===== config.mk =====
export PLATFORM = sky130hd
export DESIGN_NAME = pc_gen
export DESIGN_NICKNAME = d
export VERILOG_FILES = /design/src/rtl/pc_gen.sv
export SDC_FILE = /design/constraint.sdc
export NUM_CORES = 1
export LEC_CHECK = 0
export ABC_AREA = 0
export BUFFER_PORTS_ARGS = -buffer_cell sky130_fd_sc_hd__buf_2
export CORE_UTILIZATION = 52
export CTS_BUF_LIST = sky130_fd_sc_hd__clkbuf_8
export DETAILED_ROUTE_END_ITERATION = 8
export HOLD_SLACK_MARGIN = 0.06
export PLACE_DENSITY = 0.79
export SYNTH_ARGS = -nofsm -noshare
export SYNTH_HDL_FRONTEND = slang
export SYNTH_SLANG_ARGS = --single-unit

===== constraint.sdc =====
create_clock -name clk_i -period 3 [get_ports clk_i]
set_input_delay 0.6 -clock clk_i [delete_from_list [all_inputs] [get_ports clk_i]]
set_output_delay 0.6 -clock clk_i [all_outputs]
set_load 0.005 [all_outputs]

===== src/rtl/pc_gen.sv =====
`default_nettype none
// ============================================================================
//  Module      : pc_gen
//  Description : Instruction-fetch program counter generator. Issues
//                sequential fetch addresses to instruction memory with a
//                valid/ready handshake, supports pipeline stall, branch
//                redirect (with a one-entry pending target while a request
//                waits), and a sticky misaligned-redirect error state.
//
//  Ports
//    clk_i            : clock, rising edge
//    rst_i            : asynchronous active-high reset
//    ready_i          : instruction memory accepts the current request
//    stall_i          : pause fetch after the current request is accepted
//    redirect_i       : single-cycle branch/jump redirect strobe
//    redirect_addr_i  : redirect target
//    pc_o             : current fetch address (registered)
//    ce_o             : fetch request valid (registered)
//    err_o            : sticky misaligned-redirect flag (registered)
//    err_addr_o       : offending redirect target (registered)
//
//  Revision    : 1.0  initial release
// ============================================================================
module pc_gen #(
    parameter int                ADDR_W     = 32,
    parameter int                STEP       = 4,
    parameter logic [ADDR_W-1:0] RESET_ADDR = '0
) (
    input  logic              clk_i,
    input  logic              rst_i,
    input  logic              ready_i,
    input  logic              stall_i,
    input  logic              redirect_i,
    input  logic [ADDR_W-1:0] redirect_addr_i,
    output logic [ADDR_W-1:0] pc_o,
    output logic              ce_o,
    output logic              err_o,
    output logic [ADDR_W-1:0] err_addr_o
);

    // STEP is a power of two, so the low log2(STEP) bits are exactly STEP-1.
    localparam logic [ADDR_W-1:0] C_ALIGN_MASK = ADDR_W'(STEP - 1);
    localparam logic [ADDR_W-1:0] C_STEP_INC   = ADDR_W'(STEP);

    typedef enum logic [1:0] {
        S_HOLD  = 2'd0,
        S_RUN   = 2'd1,
        S_STALL = 2'd2,
        S_ERR   = 2'd3
    } state_t;

    state_t            state_q, state_d;
    logic [ADDR_W-1:0] pc_q, pc_d;
    logic              ce_q, ce_d;
    logic              err_q, err_d;
    logic [ADDR_W-1:0] err_addr_q, err_addr_d;
    logic              pend_vld_q, pend_vld_d;
    logic [ADDR_W-1:0] pend_addr_q, pend_addr_d;

    logic w_misaligned;
    logic w_accept;

    assign w_misaligned = redirect_i && ((redirect_addr_i & C_ALIGN_MASK) != '0);
    assign w_accept     = ce_q && ready_i;

    always_ff @(posedge clk_i or posedge rst_i) begin
        if (rst_i) begin
            state_q     <= S_HOLD;
            pc_q        <= RESET_ADDR;
            ce_q        <= 1'b0;
            err_q       <= 1'b0;
            err_addr_q  <= '0;
            pend_vld_q  <= 1'b0;
            pend_addr_q <= '0;
        end else begin
            state_q     <= state_d;
            pc_q        <= pc_d;
            ce_q        <= ce_d;
            err_q       <= err_d;
            err_addr_q  <= err_addr_d;
            pend_vld_q  <= pend_vld_d;
            pend_addr_q <= pend_addr_d;
        end
    end

    always_comb begin
        state_d     = state_q;
        pc_d        = pc_q;
        ce_d        = ce_q;
        err_d       = err_q;
        err_addr_d  = err_addr_q;
        pend_vld_d  = pend_vld_q;
        pend_addr_d = pend_addr_q;

        case (state_q)
            S_HOLD: begin
                // Redirects are ignored here; fetch always starts at RESET_ADDR.
                state_d = S_RUN;
                ce_d    = 1'b1;
                pc_d    = RESET_ADDR;
            end

            S_RUN: begin
                if (w_misaligned) begin
                    // Error overrides accept, stall and any pending target.
                    state_d    = S_ERR;
                    ce_d       = 1'b0;
                    err_d      = 1'b1;
                    err_addr_d = redirect_addr_i;
                    pend_vld_d = 1'b0;
                end else if (w_accept) begin
                    // Same-cycle redirect beats the pending target.
                    if (redirect_i) begin
                        pc_d = redirect_addr_i;
                    end else if (pend_vld_q) begin
                        pc_d = pend_addr_q;
                    end else begin
                        pc_d = pc_q + C_STEP_INC;
                    end
                    pend_vld_d = 1'b0;
                    if (stall_i) begin
                        state_d = S_STALL;
                        ce_d    = 1'b0;
                    end
                end else if (redirect_i) begin
                    // Request is waiting: pc_o must stay stable, so park the
                    // target. A newer redirect simply overwrites it.
                    pend_vld_d  = 1'b1;
                    pend_addr_d = redirect_addr_i;
                end
            end

            S_STALL: begin
                if (w_misaligned) begin
                    state_d    = S_ERR;
                    ce_d       = 1'b0;
                    err_d      = 1'b1;
                    err_addr_d = redirect_addr_i;
                    pend_vld_d = 1'b0;
                end else begin
                    // No request outstanding, so a redirect can load pc directly.
                    if (redirect_i) begin
                        pc_d = redirect_addr_i;
                    end
                    if (!stall_i) begin
                        state_d = S_RUN;
                        ce_d    = 1'b1;
                    end
                end
            end

            S_ERR: begin
                // Terminal until reset.
            end

            default: begin
                state_d = S_HOLD;
                ce_d    = 1'b0;
            end
        endcase
    end

    assign pc_o       = pc_q;
    assign ce_o       = ce_q;
    assign err_o      = err_q;
    assign err_addr_o = err_addr_q;

endmodule
`default_nettype wire


==> results of run 1 <==
==> cell families after synthesis <==
group                    share of synthesized area, %
adder cells (fa/ha/maj)                        0.9545
buffers and inverters                           3.603
AO/OA/AOI/OAI                                   16.49
XOR/XNOR                                        2.505
flip-flops                                      48.20
multiplexers                                    14.13
AND/OR/NAND/NOR                                 14.13
==> cell type report <==
type	instances	area (um^2)	area share, %
Sequential cell	101	2527	40.90
Clock buffer	9	123.9	2.004
Clock inverter	6	103.9	1.681
Timing Repair Buffer	120	670.6	10.85
Tap cell	133	166.4	2.693
Inverter	13	52.55	0.8504
Multi-Input combinational cell	347	2535	41.02
==> report_power, final <==
part | internal, mW | leakage (nW) | switching [mW]
registers | 1.98 | 1.24 | 0.522
clock network | 0.544 | 0.120 | 0.470
logic | 1.34 | 1.36 | 1.41
total | 3.86 | 2.72 | 2.40
==> sequential cells by signal, summed over array words and instances (netlist names) <==
| signal | cells |
|---|---|
| ce_o | 1 |
| err_addr_o | 32 |
| err_o | 1 |
| pc_o | 32 |
| pend_addr_q | 32 |
| pend_vld_q | 1 |
| state_q | 2 |
==> through the flow <==
| step | setup WS (ns) | power, mW | hold slack (ns) | cell area, um^2 |
|---|---|---|---|---|
| after CTS | 0.4649 | 6.272 | 0.4032 | 6180 |
| after floorplan | 0.8977 | 4.242 | 0.4534 | 5248 |
| after global placement | 0.4606 | 5.134 | 0.4456 | 5952 |
| final | 0.4271 | 6.264 | 0.3765 | 6180 |
| after global routing | 0.1886 | 6.688 | 0.4020 | 6180 |
| after detailed placement | 0.4311 | 5.254 | 0.4516 | 5952 |
==> cells in the final DEF (no fill, tap or decap), types with 8 or more instances in the layout <==
cell / instances
buf_2: 102
xnor2_1: 8
mux2_2: 64
nand2_1: 41
a22oi_1: 9
o22ai_1: 10
buf_4: 16
o21ai_0: 20
dfrtp_1: 101
a22o_1: 12
inv_1: 13
a21oi_1: 19
nor2_1: 24
nand3_1: 20
nor3_1: 10
clkbuf_8: 9
==> worst paths after layout <==
path                                               endpoint  depth (start not counted)
worst min-delay path             pend_addr_q[9]$_DFFE_PP0P_                          3
max in group asynchronous              pc_o[19]$_DFFE_PP0P_                          3
worst max register to register  pend_addr_q[20]$_DFFE_PP0P_                          6
min in group clk_i                        err_o$_DFFE_PP0P_                          1
worst max-delay path            pend_addr_q[20]$_DFFE_PP0P_                          6
worst min register to register            err_o$_DFFE_PP0P_                          1
==> synth_stat cells, types with 7 or more instances <==
| master | instances |
|---|---|
| xor2_1 | 7 |
| xnor2_1 | 8 |
| mux2_2 | 64 |
| dfrtp_1 | 101 |
| nand2_1 | 41 |
| o21ai_0 | 20 |
| nand3_1 | 20 |
| o31ai_1 | 7 |
| nor2_1 | 25 |
| clkbuf_1 | 22 |
| nor3_1 | 10 |
| o22ai_1 | 10 |
| a22o_1 | 12 |
| a22oi_1 | 9 |
| inv_1 | 13 |
| a21oi_1 | 19 |
==> critical path, stage by stage, from the launching register on <==
cell and delay, ns:
dfrtp_1 0.42, inv_1 0.07, ha_1 0.43, a21boi_0 0.53, nand3_1 0.41, buf_12 0.29, mux2_2 0.28
==> per-layer routing <==
layer,global-route usage (%),part of all wire [%],up-vias
met5,0,0,-
met3,4.514,6.0,28
met4,13.30,2.7,0
li1,-,-,2020
met2,40.82,47,162
met1,38.19,45,2162
==> run metrics, run 1 <==
top cell type's share of synthesized area=48.20%; unrepaired setup endpoints after global routing=no; Syn Inst Count=492; number of inserted diodes=0; dpl cells=between 700 and 800; CTS tree=done; final hold violation count=0; Vias=roughly 4400; worst-margin pin slew=0.6301 ns; Rel. slew slack=57.84%; post-route ant nets=0; wire length per cell=roughly 18 um; htree depth=3; number of flops mapped to enable cells by yosys=0; Total GRT Usage=about 27%; gp weighted congestion=0.9052; non-filler cells, final=729; clk_skew=0.01193 ns; LEAKAGE=2.724 nW; Worst EP arrival=2.83 ns; Crit. Startpoint=state_q[1]$_DFFE_PP0P_; vias in the first global route=4145; status=complete, no violations; Final period util=85.76%; layout cells sized above 1=between 30% and 40%; Setup Buffers After CTS=0; Die Area=around 0.010 mm^2; max frequency=388.7 MHz; CTS Hold Bufs=0; Syn Nets=533; # DRC=0; first-pass GRT wire length=roughly 21000 um; global route total overflow=0; initial antenna violation count=0; Min-Delay Path Class=input port to async pin; Resized cells post-CTS=0; max-cap viol count=0; kind of critical path=flip-flop to flip-flop; # rows=36; Syn Area/Cell=10.66 um^2; Chip Width=102.4 um; Area growth syn-to-layout=17.85%; Primary FF master, synth=dfrtp_1; io pins=103; Die Ht=102.4 um; CP startpoint kind=flip-flop; Via-to-Cell Ratio=5.997; number of buffers created by CTS=9; Pwr Density=1014 mW/mm^2; fin. max-slew vios=0; async set-reset flop share out of synthesis=100.0%; FF-to-FF Start=state_q[1]$_DFFE_PP0P_; Reg clk slew, reported paths=around 0.10 ns; Worst Path Required=3.25 ns; post-route setup TNS=0 ns; CP Max Fanout=27; IO buf count=102; NumNets Final=about 630; flop2flop setup slack=0.43 ns; core area=~0.01 mm^2; fin crit period=2.573 ns; final setup violation count=0; initial drt markers=252; Cell Area, Synth=0.005244 mm^2; dpl hpwl=9231 um; clock root buffer=clkbuf_8; # fillers=827; Max IR drop VDD=0.0004746 V; TritonCTS Sinks=101; synth top area cells=dfrtp_1 48%, mux2_2 14%, nand2_1 2.9%, a22o_1 2.0%, nand3_1 1.9%; clk buf depth=2; Initial Util=a little over half; Crit. End Element=flip-flop; flops & latches, synth=roughly 100; sequential share of the synthesized area=48.20%; total routed wirelength=13380 um; Yosys warnings=0; pin count of the biggest net entering global routing=a little over 100; Pre-antenna DRT Iters=5; final core occ=63.22%; Clock Latency Late Sink=0.37 ns; cell taking the most area after synthesis=dfrtp_1; post-synthesis cell type count=65
(Power assumes the default switching activity.)
==> inputs of run 2 (changes only) <==
--- a/config.mk
+++ b/config.mk
@@ -7,11 +7,12 @@
 export LEC_CHECK = 0
 export ABC_AREA = 0
 export BUFFER_PORTS_ARGS = -buffer_cell sky130_fd_sc_hd__buf_2
-export CORE_UTILIZATION = 52
-export CTS_BUF_LIST = sky130_fd_sc_hd__clkbuf_8
+export CAP_MARGIN = 10
+export CORE_UTILIZATION = 50
+export CTS_BUF_LIST = sky130_fd_sc_hd__clkbuf_16
 export DETAILED_ROUTE_END_ITERATION = 8
 export HOLD_SLACK_MARGIN = 0.06
-export PLACE_DENSITY = 0.79
+export PLACE_DENSITY = 0.76
 export SYNTH_ARGS = -nofsm -noshare
 export SYNTH_HDL_FRONTEND = slang
 export SYNTH_SLANG_ARGS = --single-unit
==> run 2 against run 1 <==
- the flow now finishes with violations (DRC)
- largest cell class unchanged
- critical path depth is 1 lower
- combinational power is 3% higher
- highest routed layer unchanged
- largest power group unchanged
- core utilization is 2.3 points lower
==> run metrics, run 2 (synthesis gave the netlist of run 1 again) <==
CTS Hold Bufs=0 (unchanged); max frequency=419.4 MHz (was 388.7 MHz); violated checks=DRC; Min-Delay Path Class=input port to async pin (unchanged); layout cells sized above 1=35.51% (was 35.91%); TritonCTS Sinks=101 (unchanged); total routed wirelength=13800 um (was 13380 um); CP startpoint kind=flip-flop (unchanged); Vias=4438 (was 4372); global route total overflow=0 (unchanged); first-pass GRT wire length=22790 um (was 21480 um); number of inserted diodes=0 (unchanged); clk buf depth=2 (unchanged); IO buf count=102 (unchanged); status=finished, violations left (was complete, no violations); final hold violation count=0 (unchanged); Setup Buffers After CTS=0 (unchanged); post-route setup TNS=0 ns (unchanged); Total GRT Usage=26.71% (was 27.15%); gp weighted congestion=0.8738 (was 0.9052); Clock Latency Late Sink=0.35 ns (was 0.37 ns); Via-to-Cell Ratio=6.055 (was 5.997); htree depth=3 (unchanged); # rows=37 (was 36); FF-to-FF Start=pc_o[4]$_DFFE_PP0P_ (was state_q[1]$_DFFE_PP0P_); kind of critical path=flip-flop to flip-flop (unchanged); core area=0.01023 mm^2 (was 0.009774 mm^2); # fillers=854 (was 827); post-route ant nets=0 (unchanged); fin. max-slew vios=0 (unchanged); CP Max Fanout=10 (was 27); initial antenna violation count=0 (unchanged); number of buffers created by CTS=9 (unchanged); max-cap viol count=0 (unchanged); Worst EP arrival=2.62 ns (was 2.83 ns); dpl hpwl=9573 um (was 9231 um); Crit. End Element=flip-flop (unchanged); Worst Path Required=3.24 ns (was 3.25 ns); switching share of power=38.77% (was 38.31%); Logic pwr share=44.4% (was 43.8%); clock root buffer=clkbuf_16 (was clkbuf_8); Crit. Startpoint=pc_o[4]$_DFFE_PP0P_ (was state_q[1]$_DFFE_PP0P_); final core occ=60.90% (was 63.22%); non-filler cells, final=733 (was 729); LEAKAGE=2.732 nW (was 2.724 nW); total design power=6.391 mW (was 6.264 mW); Chip Width=104.4 um (was 102.4 um); Int Power=3.913 mW (was 3.865 mW); final setup violation count=0 (unchanged); # DRC=1 (was 0); initial drt markers=261 (was 252); unrepaired setup endpoints after global routing=no (unchanged); Final period util=79.48% (was 85.76%); Clk pwr share=16.4% (was 16.2%); Die Area=0.01090 mm^2 (was 0.01049 mm^2); Area growth syn-to-layout=18.83% (was 17.85%); commonest non-fill, non-tap cells in the layout=102 x buf_2, 101 x dfrtp_1, 64 x mux2_2, 41 x nand2_1, 24 x nor2_1 (unchanged); worst-margin pin slew=0.6889 ns (was 0.6301 ns); wire length per cell=18.83 um (was 18.35 um); fin crit period=2.385 ns (was 2.573 ns); clk_skew=0.007648 ns (was 0.01193 ns); Placement Setup Slack=0.3009 ns (was 0.4311 ns); P_sw=2.478 mW (was 2.400 mW); pin count of the biggest net entering global routing=72 (was 102); Rel. slew slack=53.98% (was 57.84%); Die Ht=104.4 um (was 102.4 um); dpl cells=717 (was 714); most common cell after layout, fill and taps aside=buf_2 (unchanged); io pins=103 (unchanged); NumNets Final=633 (unchanged); Pwr Density=1026 mW/mm^2 (was 1014 mW/mm^2); Pre-antenna DRT Iters=6 (was 5); final worst slack=0.6155 ns (was 0.4271 ns); Initial Util=51.25% (was 53.65%); sequential share of power=39.2% (was 40.0%); vias in the first global route=4365 (was 4145); Resized cells post-CTS=0 (unchanged); Reg clk slew, reported paths=0.07 ns (was 0.10 ns); CTS tree=done (unchanged); Max IR drop VDD=0.0004539 V (was 0.0004746 V)
[run 2: power by group through the flow]
stage               combinational [mW]  sequential (mW)  clock (mW)
finish                            2.84             2.50        1.05
global route                      3.08             2.59        1.13
CTS                               2.82             2.50        1.07
detailed placement                2.80             2.52           0
global placement                  2.70             2.48           0
floorplan                         1.82             2.43           0
[run 2: final timing paths]
path	slack, ns	cells after the start	endpoint
max	0.62	5	pc_o[29]$_DFFE_PP0P_
max in group asynchronous	1.86	3	err_addr_o[28]$_DFFE_PP0P_
min	0.35	2	err_o$_DFFE_PP0P_
max reg2reg	0.62	5	pc_o[29]$_DFFE_PP0P_
min reg2reg	0.48	1	err_o$_DFFE_PP0P_
min in group clk_i	0.48	1	err_o$_DFFE_PP0P_
[run 2: metal layers]
layer / track usage [%] / wire length, um / vias to the layer above
li1: - / - / 2022
met3: 4.887 / 835 / 25
met2: 41.39 / 6559 / 180
met4: 10.71 / 312 / 0
met5: 0 / 0 / -
met1: 37.08 / 6093 / 2211
[run 2: critical path: stages, from the launching register on]
cell and delay, ns:
dfrtp_1 0.52, nand4_4 0.22, or4_1 0.82, nor3_2 0.37
o21ai_1 0.10, a22o_1 0.24
[run 2: stage by stage]
step | hold slack, ns | instance area, um^2
CTS | 0.3715 | 6231
finish | 0.3485 | 6231
global placement | 0.4486 | 5973
global route | 0.4087 | 6231
detailed placement | 0.4570 | 5973
floorplan | 0.4534 | 5248
[run 2: layout make-up]
type	instances	area, um^2	area share [%]
inverters	13	52.55	0.8434
flip-flops and latches	101	2527	40.56
well taps	136	170.2	2.731
repair buffers	120	683.2	10.96
clock inverters	7	32.53	0.5221
multi-input cells	347	2540	40.76
clock buffers	9	225.2	3.614
